`src/rtl/s38584_pkg.sv`:
```
// -----------------------------------------------------------------------------
// s38584_pkg
// Shared definitions for the s38584 select-bank transmitter path.
//   - tx_state_t : frame sequencer states
//   - AW / DEPTH : default select width and bank depth
//   - SEL_G*     : bit positions of the consumer select lines inside tx_sel,
//                  tx_sel[3:0] -> {g5659, g5689, g5703, g5644}
// -----------------------------------------------------------------------------
package s38584_pkg;

    localparam int AW    = 4;
    localparam int DEPTH = 1 << AW;

    typedef enum logic [1:0] {
        ST_IDLE   = 2'd0,
        ST_ARM    = 2'd1,
        ST_DATA   = 2'd2,
        ST_PARITY = 2'd3
    } tx_state_t;

    // Where each consumer select line sits inside tx_sel.
    localparam int SEL_G5644 = 0;
    localparam int SEL_G5703 = 1;
    localparam int SEL_G5689 = 2;
    localparam int SEL_G5659 = 3;

endpackage

```
`src/rtl/bank_stream_tx_bank_shadow.sv`:
```
// -----------------------------------------------------------------------------
// bank_shadow
// 1-bit state bank with a shadow copy. The bank takes writes at any time;
// the shadow is loaded from the whole bank on a snapshot strobe and is the
// only copy the transmitter reads, so in-flight frames are immune to writes.
// Ports:
//   clk, rst          : clock, synchronous active-high reset (clears both copies)
//   wr_en/addr/data   : bank write port
//   snap              : load shadow from bank (bank value before this cycle's write)
//   rd_addr / rd_data : combinational read of the shadow
// -----------------------------------------------------------------------------
module bank_shadow #(
    parameter int DEPTH = 16,
    parameter int AW    = 4
) (
    input  logic          clk,
    input  logic          rst,
    input  logic          wr_en,
    input  logic [AW-1:0] wr_addr,
    input  logic          wr_data,
    input  logic          snap,
    input  logic [AW-1:0] rd_addr,
    output logic          rd_data
);

    logic [DEPTH-1:0] bank_q;
    logic [DEPTH-1:0] shadow_q;

    // NOTE: this storage is deliberately reset: a mid-frame reset must leave
    // the bank all-zero, so it is built from flops rather than a RAM macro.
    always_ff @(posedge clk) begin
        if (rst) begin
            bank_q   <= '0;
            shadow_q <= '0;
        end else begin
            // Both right-hand sides read pre-edge values, so a write in the
            // snapshot cycle reaches the bank but not the shadow.
            if (snap) begin
                shadow_q <= bank_q;
            end
            if (wr_en) begin
                bank_q[wr_addr] <= wr_data;
            end
        end
    end

    assign rd_data = shadow_q[rd_addr];

endmodule

```
`src/rtl/bank_stream_tx.sv`:
```
// -----------------------------------------------------------------------------
// bank_stream_tx
// Streams a snapshot of a 1-bit state bank as DEPTH data beats followed by one
// even-parity beat. Each data beat carries its select code and the running XOR
// of the data bits already accepted in the frame.
// Ports:
//   clk, rst                    : clock, synchronous active-high reset
//   g35                         : run enable; 0 freezes the frame (writes still land)
//   wr_valid/wr_ready/addr/data : bank write port, never back-pressured
//   start                       : one-cycle frame request (taken in IDLE only)
//   busy                        : frame accepted and parity beat not yet taken
//   tx_valid/tx_ready           : beat handshake
//   tx_sel/tx_bit/tx_acc/tx_last: beat payload
// -----------------------------------------------------------------------------
module bank_stream_tx #(
    parameter int DEPTH = s38584_pkg::DEPTH,
    parameter int AW    = s38584_pkg::AW
) (
    input  logic          clk,
    input  logic          rst,
    input  logic          g35,
    input  logic          wr_valid,
    output logic          wr_ready,
    input  logic [AW-1:0] wr_addr,
    input  logic          wr_data,
    input  logic          start,
    output logic          busy,
    output logic          tx_valid,
    input  logic          tx_ready,
    output logic [AW-1:0] tx_sel,
    output logic          tx_bit,
    output logic          tx_acc,
    output logic          tx_last
);
    import s38584_pkg::*;

    tx_state_t     state_q, state_d;
    logic [AW-1:0] cnt_q, cnt_d;
    logic          acc_q, acc_d;
    logic          snap;
    logic          xfer;
    logic          shadow_bit;

    bank_shadow #(
        .DEPTH (DEPTH),
        .AW    (AW)
    ) u_bank (
        .clk     (clk),
        .rst     (rst),
        .wr_en   (wr_valid & wr_ready),
        .wr_addr (wr_addr),
        .wr_data (wr_data),
        .snap    (snap),
        .rd_addr (cnt_q),
        .rd_data (shadow_bit)
    );

    assign wr_ready = 1'b1;
    assign busy     = (state_q != ST_IDLE);
    // g35 gates valid directly so that a disabled cycle can never complete a
    // handshake; the payload itself comes only from registered state.
    assign tx_valid = g35 && (state_q == ST_DATA || state_q == ST_PARITY);
    assign xfer     = tx_valid && tx_ready;
    assign tx_acc   = acc_q;

    // NOTE: non-blocking assignments on every flop so all state updates see
    // the same pre-edge values regardless of block ordering.
    always_ff @(posedge clk) begin
        if (rst) begin
            state_q <= ST_IDLE;
            cnt_q   <= '0;
            acc_q   <= 1'b0;
        end else begin
            state_q <= state_d;
            cnt_q   <= cnt_d;
            acc_q   <= acc_d;
        end
    end

    // NOTE: every signal assigned here gets a default first, so no path can
    // leave one unassigned and infer a latch.
    always_comb begin
        state_d = state_q;
        cnt_d   = cnt_q;
        acc_d   = acc_q;
        snap    = 1'b0;
        tx_sel  = '0;
        tx_bit  = 1'b0;
        tx_last = 1'b0;

        unique case (state_q)
            ST_IDLE: begin
                if (start && g35) begin
                    state_d = ST_ARM;
                    cnt_d   = '0;
                    acc_d   = 1'b0;
                end
            end
            ST_ARM: begin
                if (g35) begin
                    snap    = 1'b1;
                    state_d = ST_DATA;
                end
            end
            ST_DATA: begin
                tx_sel = cnt_q;
                tx_bit = shadow_bit;
                if (xfer) begin
                    acc_d = acc_q ^ shadow_bit;
                    if (cnt_q == AW'(DEPTH - 1)) begin
                        cnt_d   = '0;
                        state_d = ST_PARITY;
                    end else begin
                        cnt_d = cnt_q + 1'b1;
                    end
                end
            end
            ST_PARITY: begin
                tx_bit  = acc_q;
                tx_last = 1'b1;
                if (xfer) begin
                    state_d = ST_IDLE;
                end
            end
            default: ;
        endcase
    end

endmodule

```
`config.mk`:
```
export PLATFORM = sky130hd
export DESIGN_NAME = bank_stream_tx
export DESIGN_NICKNAME = d
export VERILOG_FILES = /design/src/rtl/s38584_pkg.sv /design/src/rtl/bank_stream_tx_bank_shadow.sv /design/src/rtl/bank_stream_tx.sv
export SDC_FILE = /design/constraint.sdc
export NUM_CORES = 1
export LEC_CHECK = 0
export BUFFER_PORTS_ARGS = -buffer_cell sky130_fd_sc_hd__clkbuf_2
export CORE_MARGIN = 4
export CORE_UTILIZATION = 50
export CTS_CLUSTER_SIZE = 16
export DETAILED_ROUTE_END_ITERATION = 7
export MAX_ROUTING_LAYER = met4
export PLACE_DENSITY = 0.75
export SKIP_CTS_REPAIR_TIMING = 1
export SYNTH_ARGS = -nofsm -noshare
export SYNTH_HDL_FRONTEND = slang
export SYNTH_SLANG_ARGS = --single-unit
```
`constraint.sdc`:
```
create_clock -name clk -period 2.2 [get_ports clk]
set_input_delay 0.11 -clock clk [delete_from_list [all_inputs] [get_ports clk]]
set_output_delay 0.11 -clock clk [all_outputs]
set_load 0.03 [all_outputs]
```
==> results of run 1 <==
[layout by cell type, fill, tap and decap left out, drive strengths merged, types with 4 or more instances in the layout]
| cell | synthesis | layout |
|---|---|---|
| dfxtp | 39 | 39 |
| mux2i | 9 | 9 |
| o21ai | 8 | 8 |
| nand3 | 8 | 8 |
| nor3 | 4 | 4 |
| and2 | 5 | 5 |
| nor2 | 18 | 18 |
| inv | 5 | 5 |
| nand2b | 5 | 5 |
| mux4 | 5 | 5 |
| nand2 | 49 | 49 |
| a21oi | 27 | 27 |
| clkbuf | 11 | 24 |
| ha | 5 | 5 |
[layout make-up]
cell class / count / share of cell area
tap: 46 / 0.0279
inverter: 5 / 0.00910
multi-input combinational: 167 / 0.484
clock buffer: 6 / 0.0400
clock inverter: 1 / 0.00243
sequential: 39 / 0.380
timing repair buffer: 21 / 0.0564
[tightest hold or removal path, stage by stage]
cell and delay, ns:
clkbuf_2 0.09, inv_1 0.06, o21a_1 0.10
[registers in the layout, summed over array words and instances (netlist names)]
register / flops
cnt_q: 4
u_bank.shadow_q: 16
state_q: 2
u_bank.bank_q: 16
tx_acc: 1
[final timing paths]
path	cells after the start	slack (ns)	end
worst min register to register	2	0.45	u_bank.shadow_q[8]$_SDFFE_PP0P_
worst min-delay path	3	0.12	cnt_q[3]$_SDFFE_PP0P_
worst max-delay path	4	0.07	tx_bit
worst max register to register	6	0.33	cnt_q[0]$_SDFFE_PP0P_
[cells in the mapped netlist, drive strengths merged, types with 5 or more instances]
library cell,n,share of area
nand2,49,0.099
dfxtp,39,0.42
a21oi,27,0.075
nor2,18,0.036
clkbuf,11,0.022
mux2i,9,0.049
nand3,8,0.022
o21ai,8,0.022
and2,5,0.018
ha,5,0.034
inv,5,0.010
mux4,5,0.061
nand2b,5,0.017
[per-stage QoR]
stage               hold slack, ns  utilization  cell area (sq um)  setup TNS [ns]
finish                       0.121        0.595               2060               0
global route                 0.126        0.595               2060         -0.0160
CTS                          0.111        0.592               2050          -0.112
detailed placement           0.416        0.566               1960               0
floorplan                    0.257            -               1860               0
global placement             0.405        0.566               1960               0
[cells by family after synthesis]
group | count (synthesis) | share of synthesized area
and+or+nand+nor | 101 | 0.247
muxes | 14 | 0.109
buffers and inverters | 18 | 0.0425
AOI/OAI and AO/OA | 45 | 0.140
other | 1 | 0.00202
xor gates and xnor gates | 1 | 0.00472
adders and majority gates | 5 | 0.0337
DFF | 39 | 0.420
[power by group through the flow]
stage	registers (mW)	clock network, mW	logic [mW]
after floorplan	0.758	0	0.307
after global placement	0.764	0	0.383
after detailed placement	0.765	0	0.394
after CTS	0.749	0.493	0.394
after global routing	0.751	0.525	0.446
final	0.748	0.480	0.395
[metal layers]
metal / share of wire / global-route usage / wire [microns]
met5: 0 / - / 0
met3: 0.035 / 0.0454 / 131
met1: 0.51 / 0.252 / 1900
met2: 0.44 / 0.277 / 1660
met4: 0.019 / 0.0900 / 70
==> results.md, run 1 <==
* Max cap viols at 0
* Antenna viol nets, final at 0
* Post-synthesis net count at 240
* Psw at 0.523 mW
* DR vias at 1542
* Main synth FF type: dfxtp_1
* Area of the multi-input gates at 997 sq um
* CP max stage cell: mux4_2
* GPL Wtd Cong at 0.788
* Pin count of the biggest net entering global routing at 35
* Synth unique cells at 34
* Num CTS Buffers at 5
* CP max FO at 5
* FILL cells at 339
* Int Pwr at 1.10 mW
* Most used cell, CP: mux4_2
* Sequence of cells on the critical path: mux4_2, mux4_2, a22o_1, buf_6
* Cell area power density at 787 nW/um^2
* TritonCTS clock tree: yes
* Hold/Removal Path Class: in2reg
* Slew @ Worst Pin at 0.560 ns
* Syn Inst Count at 224
* Max-Slew Margin vs Limit at 0.626
* Final worst-path cycle share at 0.967
* P&R area growth vs syn at 11.1%
* I/O pin cnt at 21
* Fmax at 470 MHz
* Share of post-route cells with drive strength above 1 at 0.163
* Leakage power at 0.747 nW
* DRC at 0
* Critical path buffers and inverters at 1
* Number of global-route vias before repair at 1429
* FF+latch count, synth at 39
* Critical Path Source: cnt_q[0]$_SDFFE_PP0P_
* Combinational power share at 0.243
* Die area at 4750 sq um
* N_diodes at 0
* H-tree depth at 2
* Worst path top cell family by delay: multiplexers
* Clock sink total at 39
* Die Height at 68.9 microns
* Sequential Power Share at 0.461
* Data required, critical path at 2.09 ns
* CTS root buf: clkbuf_8
* Layout Skew at 0.00820 ns
* Outcome: completed
* First-iteration detailed-routing DRC count at 145
* Core area at 3470 sq um
* Peak VDD IR at 385 uV
* Post-synthesis sequential area ratio at 0.420
* First-pass GRT wire length at 6.54 mm
* Number of vias per cell at 5.41
* Max Slew Vio Count at 0
* Non-Filler Instances at 285
* Die extent in x at 68.9 microns
* Reg2Reg Launch Point: state_q[0]$_SDFFE_PP0P_
* WL/cell at 13.2 microns
* Dpl hpwl at 2.76 mm
* Clock share of power at 0.296
* Syn Area/Cell at 8.29 sq um
* Total Wirelength at 3.77 mm
* Crit path kind: reg2out
* Synth Warn # at 0
* DRT Pass-1 Iters at 4
* Initial core utilization at 0.535
* CTS max path bufs at 2
* Number of port buffers at 19
* Post-synth ARST share at 0
* Slowest stage delay, CP at 0.51 ns
* RSZ-0062 raised after global routing: true
* Hold Crit Start: rst
* Startpoint Class: flip-flop
* Post-Syn Area at 1860 sq um
* Skew-Pair Late Insertion Delay at 0.29 ns
* Post-synth EDFFs at 0
* PnR worst setup slack at 0.0732 ns
* Worst path arrival time at 2.02 ns
* Pwr Total at 1.62 mW
* # rows at 21
* Reg clk slew, reported paths at 0.07 ns
* Nets at 255
* CP endpoint kind: primary output
* Gr usage total at 0.192
* Total grt overflow at 0
* Final hold vios at 0
* Inst Count DP at 278
* Setup WS pre-CTS at 0.203 ns
* Post-route minimum period at 2.13 ns
* Antenna violations before repair at 0
* Register Area at 785 sq um
* Switching Fraction at 0.322
* # setup viols final at 0
No activity file was read; power rests on OpenSTA's default activity.
==> inputs of run 2 (changes only) <==
- CTS_BUF_LIST: not set -> sky130_fd_sc_hd__clkbuf_2 sky130_fd_sc_hd__clkbuf_4 sky130_fd_sc_hd__clkbuf_8
- SETUP_SLACK_MARGIN: not set -> 0.4
==> run 2 against run 1 <==
Global-route usage is 1.8 points lower; worst setup slack got worse by 0.058 ns; non-clock buffer count grew 1; via count down 0.65%; critical path type unchanged; highest routed layer unchanged.
==> results.md, run 2 (synthesis gave the netlist of run 1 again) <==
* Met1 GRT Util at 0.236 (-0.0160)
* DR vias at 1532 (-0.65%)
* Worst R2R Setup Slack at 0.40 ns (+0.07 ns)
* Fin Setup TNS at 0 ns (unchanged)
* # setup viols final at 0 (unchanged)
* Data required, critical path at 2.09 ns (about the same)
* Max cap viols at 0 (unchanged)
* Nets at 256 (+0.39%)
* Cell area power density at 770 nW/um^2 (-2.2%)
* Number of port buffers at 19 (unchanged)
* Die Height at 68.9 microns (unchanged)
* Sequence of cells on the critical path: mux4_2, mux4_2, a22o_4, buf_6
* Initial core utilization at 0.535 (unchanged)
* Leakage power at 0.770 nW (+3.1%)
* Hold/Removal Path Class: in2reg
* Psw at 0.514 mW (-1.7%)
* Dpl hpwl at 2.60 mm (-5.9%)
* Commonest non-fill, non-tap cell in the layout: nand2_1
* CTS root buf: clkbuf_8
* Die extent in x at 68.9 microns (unchanged)
* Startpoint Class: flip-flop
* RSZ-0062 raised after global routing: true
* Slew @ Worst Pin at 0.539 ns (-0.0214 ns)
* Clock sink total at 39 (unchanged)
* Top Registers: u_bank.bank_q: 16 flops, u_bank.shadow_q: 16 flops, cnt_q: 4 flops
* Num CTS Buffers at 5 (unchanged)
* # rows at 21 (unchanged)
* Max-Slew Margin vs Limit at 0.638 (+0.0112)
* Outcome: completed
* FILL cells at 328 (-3.2%)
* Share of post-route cells with drive strength above 1 at 0.172 (+0.00837)
* WHS at 0.0825 ns (-0.0383 ns)
* First-pass GRT wire length at 5.98 mm (-8.7%)
* Critical path buffers and inverters at 1 (unchanged)
* DRC at 0 (unchanged)
* I/O pin cnt at 21 (unchanged)
* Total grt overflow at 0 (unchanged)
* Met3 Track Usage GR at 0.0454 (unchanged)
* Most used cell, CP: mux4_2
* Crit path kind: reg2out
* Inst Count DP at 277 (-0.36%)
* Final hold vios at 0 (unchanged)
* Peak VDD IR at 548 uV (+43%)
* Worst path top cell family by delay: multiplexers
* Fmax at 458 MHz (-2.7%)
* Final worst-path cycle share at 0.993 (+0.0264)
* Non-Filler Instances at 285 (unchanged)
* Post-route minimum period at 2.18 ns (+0.0581 ns)
* Total Wirelength at 3.66 mm (-2.8%)
* Pin count of the biggest net entering global routing at 30 (-14%)
* Register Area at 786 sq um (+0.16%)
* WL/cell at 12.8 microns (-2.8%)
* CP max FO at 6 (+1)
* Number of vias per cell at 5.38 (-0.65%)
* Reg clk slew, reported paths at 0.07 ns (about the same)
* Skew-Pair Late Insertion Delay at 0.28 ns (about the same)
* GPL Wtd Cong at 0.762 (-3.4%)
* Area of the multi-input gates at 1020 sq um (+2.1%)
* Commonest cells after routing, fill and taps aside: nand2_1, dfxtp_1, a21oi_1
* Antenna violations before repair at 0 (unchanged)
* Antenna viol nets, final at 0 (unchanged)
* Max Slew Vio Count at 0 (unchanged)
* DRT Pass-1 Iters at 4 (unchanged)
* CTS max path bufs at 2 (unchanged)
* Post-layout util at 0.601 (+0.00685)
* N_diodes at 0 (unchanged)
* Layout Skew at 0.00286 ns (-0.00534 ns)
* H-tree depth at 2 (unchanged)
* Grt met2 use at 0.244 (-0.0333)
* Top Usage Layer GRT: met2
* CP endpoint kind: primary output
* First-iteration detailed-routing DRC count at 94 (-35%)
* Core area at 3470 sq um (unchanged)
* P&R area growth vs syn at 12.3%
* Sequential Power Share at 0.470 (+0.009)
* Worst path arrival time at 2.07 ns (+0.05 ns)
* Clock share of power at 0.278 (-0.018)
* CP max stage cell: mux4_2
* Combinational power share at 0.252 (+0.009)
* TritonCTS clock tree: yes
* Slowest stage delay, CP at 0.52 ns (about the same)
* Die area at 4750 sq um (unchanged)
* Number of global-route vias before repair at 1323 (-7.4%)
* Switching Fraction at 0.320 (-0.00215)
* Int Pwr at 1.09 mW (-0.75%)
* Gr usage total at 0.174 (-0.0178)
run 2: cell types whose count changed in the layout (fill, tap and decap cells not counted), sizes merged:
cell / delta
clkinv: -1
dlymetal6s2s: +1
run 2: final timing paths:
path	from	endpoint	depth (start not counted)
max	cnt_q[0]$_SDFFE_PP0P_	tx_bit	4
max reg2reg	cnt_q[0]$_SDFFE_PP0P_	tx_acc$_SDFFE_PP0P_	4
min	rst	cnt_q[0]$_SDFFE_PP0P_	2
min reg2reg	u_bank.bank_q[12]$_SDFFE_PP0P_	u_bank.shadow_q[12]$_SDFFE_PP0P_	2
run 2: layer usage:
metal	wire, microns	share of wire	vias to the layer above
li1	-	-	799
met1	1750	0.48	694
met2	1620	0.44	35
met3	225	0.061	4
met4	60	0.016	0
met5	0	0	-
run 2: cell type report:
class,instances,share of cell area
well taps,46,0.0276
clock buffers,6,0.0366
repair buffers,22,0.0618
inverters,5,0.00900
multi-input cells,167,0.488
flip-flops and latches,39,0.377
run 2: stage by stage:
stage          setup WS [ns]  cell area [sq um]  power (mW)
4_1_cts               -0.132               2040        1.59
6_report              0.0151               2090        1.61
3_5_place_dp           0.181               1970        1.15
2_1_floorplan          0.392               1870        1.07
3_3_place_gp           0.223               1970        1.15
5_1_grt              -0.0625               2090        1.69
run 2: power by group through the flow:
| stage | registers, mW | clock network, mW | logic, mW |
|---|---|---|---|
| detailed placement | 0.767 | 0 | 0.384 |
| global route | 0.758 | 0.485 | 0.448 |
| finish | 0.755 | 0.446 | 0.405 |
| global placement | 0.766 | 0 | 0.380 |
| CTS | 0.751 | 0.456 | 0.385 |
| floorplan | 0.759 | 0 | 0.309 |
==> inputs of run 3 (changes only) <==
- ABC_CLOCK_PERIOD_IN_PS: not set -> 2200
- CORE_UTILIZATION: 50 -> 60
- PLACE_DENSITY: 0.75 -> 0.87
==> run 3 against run 2 <==
The run now ends with setup timing left; core utilization increased by 12 points; worst setup slack lost 0.070 ns; non-clock buffer count up 1; first-iteration DRC count up 5.3%; sequential cell count is the same; critical path depth is the same; cell count is 4.2% lower; routed wire length up 7.7%; global-route usage grew 2.9 points; critical path type unchanged.
==> results.md, run 3 (synthesis gave the netlist of run 1 again) <==
* Worst R2R Setup Slack at 0.40 ns (about the same)
* Clock share of power at 0.237 (-0.041)
* Reg clk slew, reported paths at 0.12 ns (+0.05 ns)
* First-pass GRT wire length at 6.34 mm (+6.1%)
* WL/cell at 14.4 microns (+12%)
* Placement Cell Area at 1950 sq um (-0.95%)
* Final worst-path cycle share at 1.02 (+0.0318)
* Fmax at 443 MHz (-3.1%)
* Clock sink total at 39 (unchanged)
* Skew-Pair Late Insertion Delay at 0.33 ns (+0.05 ns)
* Final hold vios at 0 (unchanged)
* Max cap viols at 0 (unchanged)
* Total Wirelength at 3.94 mm (+7.7%)
* P&R area growth vs syn at 11.2%
* Post-layout util at 0.724 (+0.122)
* R2R cell count at 4 (unchanged)
* Peak VDD IR at 532 uV (-2.9%)
* Slew @ Worst Pin at 0.556 ns (+0.0171 ns)
* Number of vias per cell at 5.81 (+8.0%)
* Crit path kind: reg2out
* Layout Skew at 0.00939 ns (+0.00653 ns)
* Hold/Removal Path Class: in2reg
* Startpoint Class: flip-flop
* DRT Pass-1 Iters at 4 (unchanged)
* Antenna viol nets, final at 0 (unchanged)
* Failing checks: setup timing
* Int Pwr at 1.05 mW (-4.3%)
* Share of post-route cells with drive strength above 1 at 0.186 (+0.0144)
* First-iteration detailed-routing DRC count at 99 (+5.3%)
* WHS at 0.0998 ns (+0.0172 ns)
* Setup WS pre-CTS at 0.208 ns (+0.0272 ns)
* Gr usage total at 0.203 (+0.0290)
* Leakage power at 0.756 nW (-1.8%)
* N_diodes at 0 (unchanged)
* Final Cell Area at 2060 sq um (-1.0%)
* Non-Filler Instances at 273 (-4.2%)
* Combinational power share at 0.287 (+0.035)
* Psw at 0.538 mW (+4.7%)
* GPL Wtd Cong at 0.816 (+7.2%)
* CP max FO at 8 (+2)
* # rows at 19 (-9.5%)
* Core area at 2850 sq um (-18%)
* Inst Count DP at 262 (-5.4%)
* Nets at 257 (+0.39%)
* Hold path endpoint: cnt_q[0]$_SDFFE_PP0P_
* Die extent in x at 63.6 microns (-7.7%)
* Dpl hpwl at 2.65 mm (+2.2%)
* Worst R2R End: tx_acc$_SDFFE_PP0P_
* Outcome: finished, violations left
* Max-Slew Margin vs Limit at 0.629 (-0.00831)
* Total grt overflow at 0 (unchanged)
* H-tree depth at 2 (unchanged)
* Pwr Total at 1.58 mW (-1.4%)
* Hold path depth at 2 (unchanged)
* Max Slew Vio Count at 0 (unchanged)
* Sequential Power Share at 0.476 (+0.006)
* CTS max path bufs at 2 (unchanged)
* Initial core utilization at 0.651 (+0.116)
* Top Registers: u_bank.bank_q: 16 flops, u_bank.shadow_q: 16 flops, cnt_q: 4 flops
* PnR worst setup slack at -0.0550 ns (-0.0701 ns)
* I/O pin cnt at 21 (unchanged)
* DR vias at 1585 (+3.5%)
* Fin Setup TNS at -0.0550 ns (-0.0550 ns)
* CTS root buf: clkbuf_4
* Reg2Reg Launch Point: cnt_q[0]$_SDFFE_PP0P_
* Post-route minimum period at 2.25 ns (+0.0701 ns)
* CP endpoint kind: primary output
* Die Height at 63.6 microns (-7.7%)
* RSZ-0062 raised after global routing: true
* Number of port buffers at 19 (unchanged)
* Switching Fraction at 0.340 (+0.0198)
* Antenna violations before repair at 0 (unchanged)
* Worst path arrival time at 2.14 ns (+0.07 ns)
* # setup viols final at 1 (+1)
* Data required, critical path at 2.09 ns (about the same)
* Hold Crit Start: rst
* Die area at 4050 sq um (-15%)
* Pin count of the biggest net entering global routing at 25 (-17%)
* Num CTS Buffers at 5 (unchanged)
* Number of global-route vias before repair at 1398 (+5.7%)
* Cell area power density at 767 nW/um^2 (-0.37%)
* Commonest non-fill, non-tap cell in the layout: nand2_1
* Commonest cells after routing, fill and taps aside: nand2_1, dfxtp_1, a21oi_1
* DRC at 0 (unchanged)
* FILL cells at 226 (-31%)
* TritonCTS clock tree: yes
==> run 3: worst max-delay path by stage <==
stage,startpoint,end,slack (ns)
5_1_grt,cnt_q[0]$_SDFFE_PP0P_,tx_bit,-0.13
3_3_place_gp,cnt_q[0]$_SDFFE_PP0P_,tx_bit,0.23
6_report,cnt_q[0]$_SDFFE_PP0P_,tx_bit,-0.05
4_1_cts,cnt_q[0]$_SDFFE_PP0P_,tx_bit,-0.19
3_5_place_dp,cnt_q[0]$_SDFFE_PP0P_,tx_bit,0.21
2_1_floorplan,cnt_q[0]$_SDFFE_PP0P_,tx_bit,0.39
==> run 3: power by group through the flow <==
stage               Sequential [mW]  Combinational (mW)  Clock (mW)
floorplan                     0.759               0.309           0
global placement              0.765               0.378           0
detailed placement            0.767               0.385           0
CTS                           0.751               0.388       0.384
global route                  0.758               0.495       0.421
finish                        0.754               0.454       0.375
==> run 3: worst max-delay path, cell delays in order (launching register included) <==
cell,delay (ns)
dfxtp_4,0.43
mux4_2,0.50
mux4_2,0.52
a22o_4,0.23
buf_6,0.13
==> run 3: per-layer routing <==
| layer | routed length [microns] | GRT usage | share of wire |
|---|---|---|---|
| met1 | 1800 | 0.267 | 0.46 |
| met2 | 1880 | 0.296 | 0.48 |
| met3 | 198 | 0.0622 | 0.050 |
| met4 | 63 | 0.0701 | 0.016 |
| met5 | 0 | - | 0 |
==> run 3: final cells by class <==
| class | count | area (sq um) | area share |
|---|---|---|---|
| repair buffers | 23 | 144 | 0.0697 |
| clock buffers | 7 | 52.6 | 0.0255 |
| multi-input cells | 167 | 1020 | 0.495 |
| well taps | 31 | 38.8 | 0.0188 |
| inverters | 5 | 18.8 | 0.00909 |
| clock inverters | 1 | 5.00 | 0.00242 |
| flip-flops and latches | 39 | 785 | 0.380 |
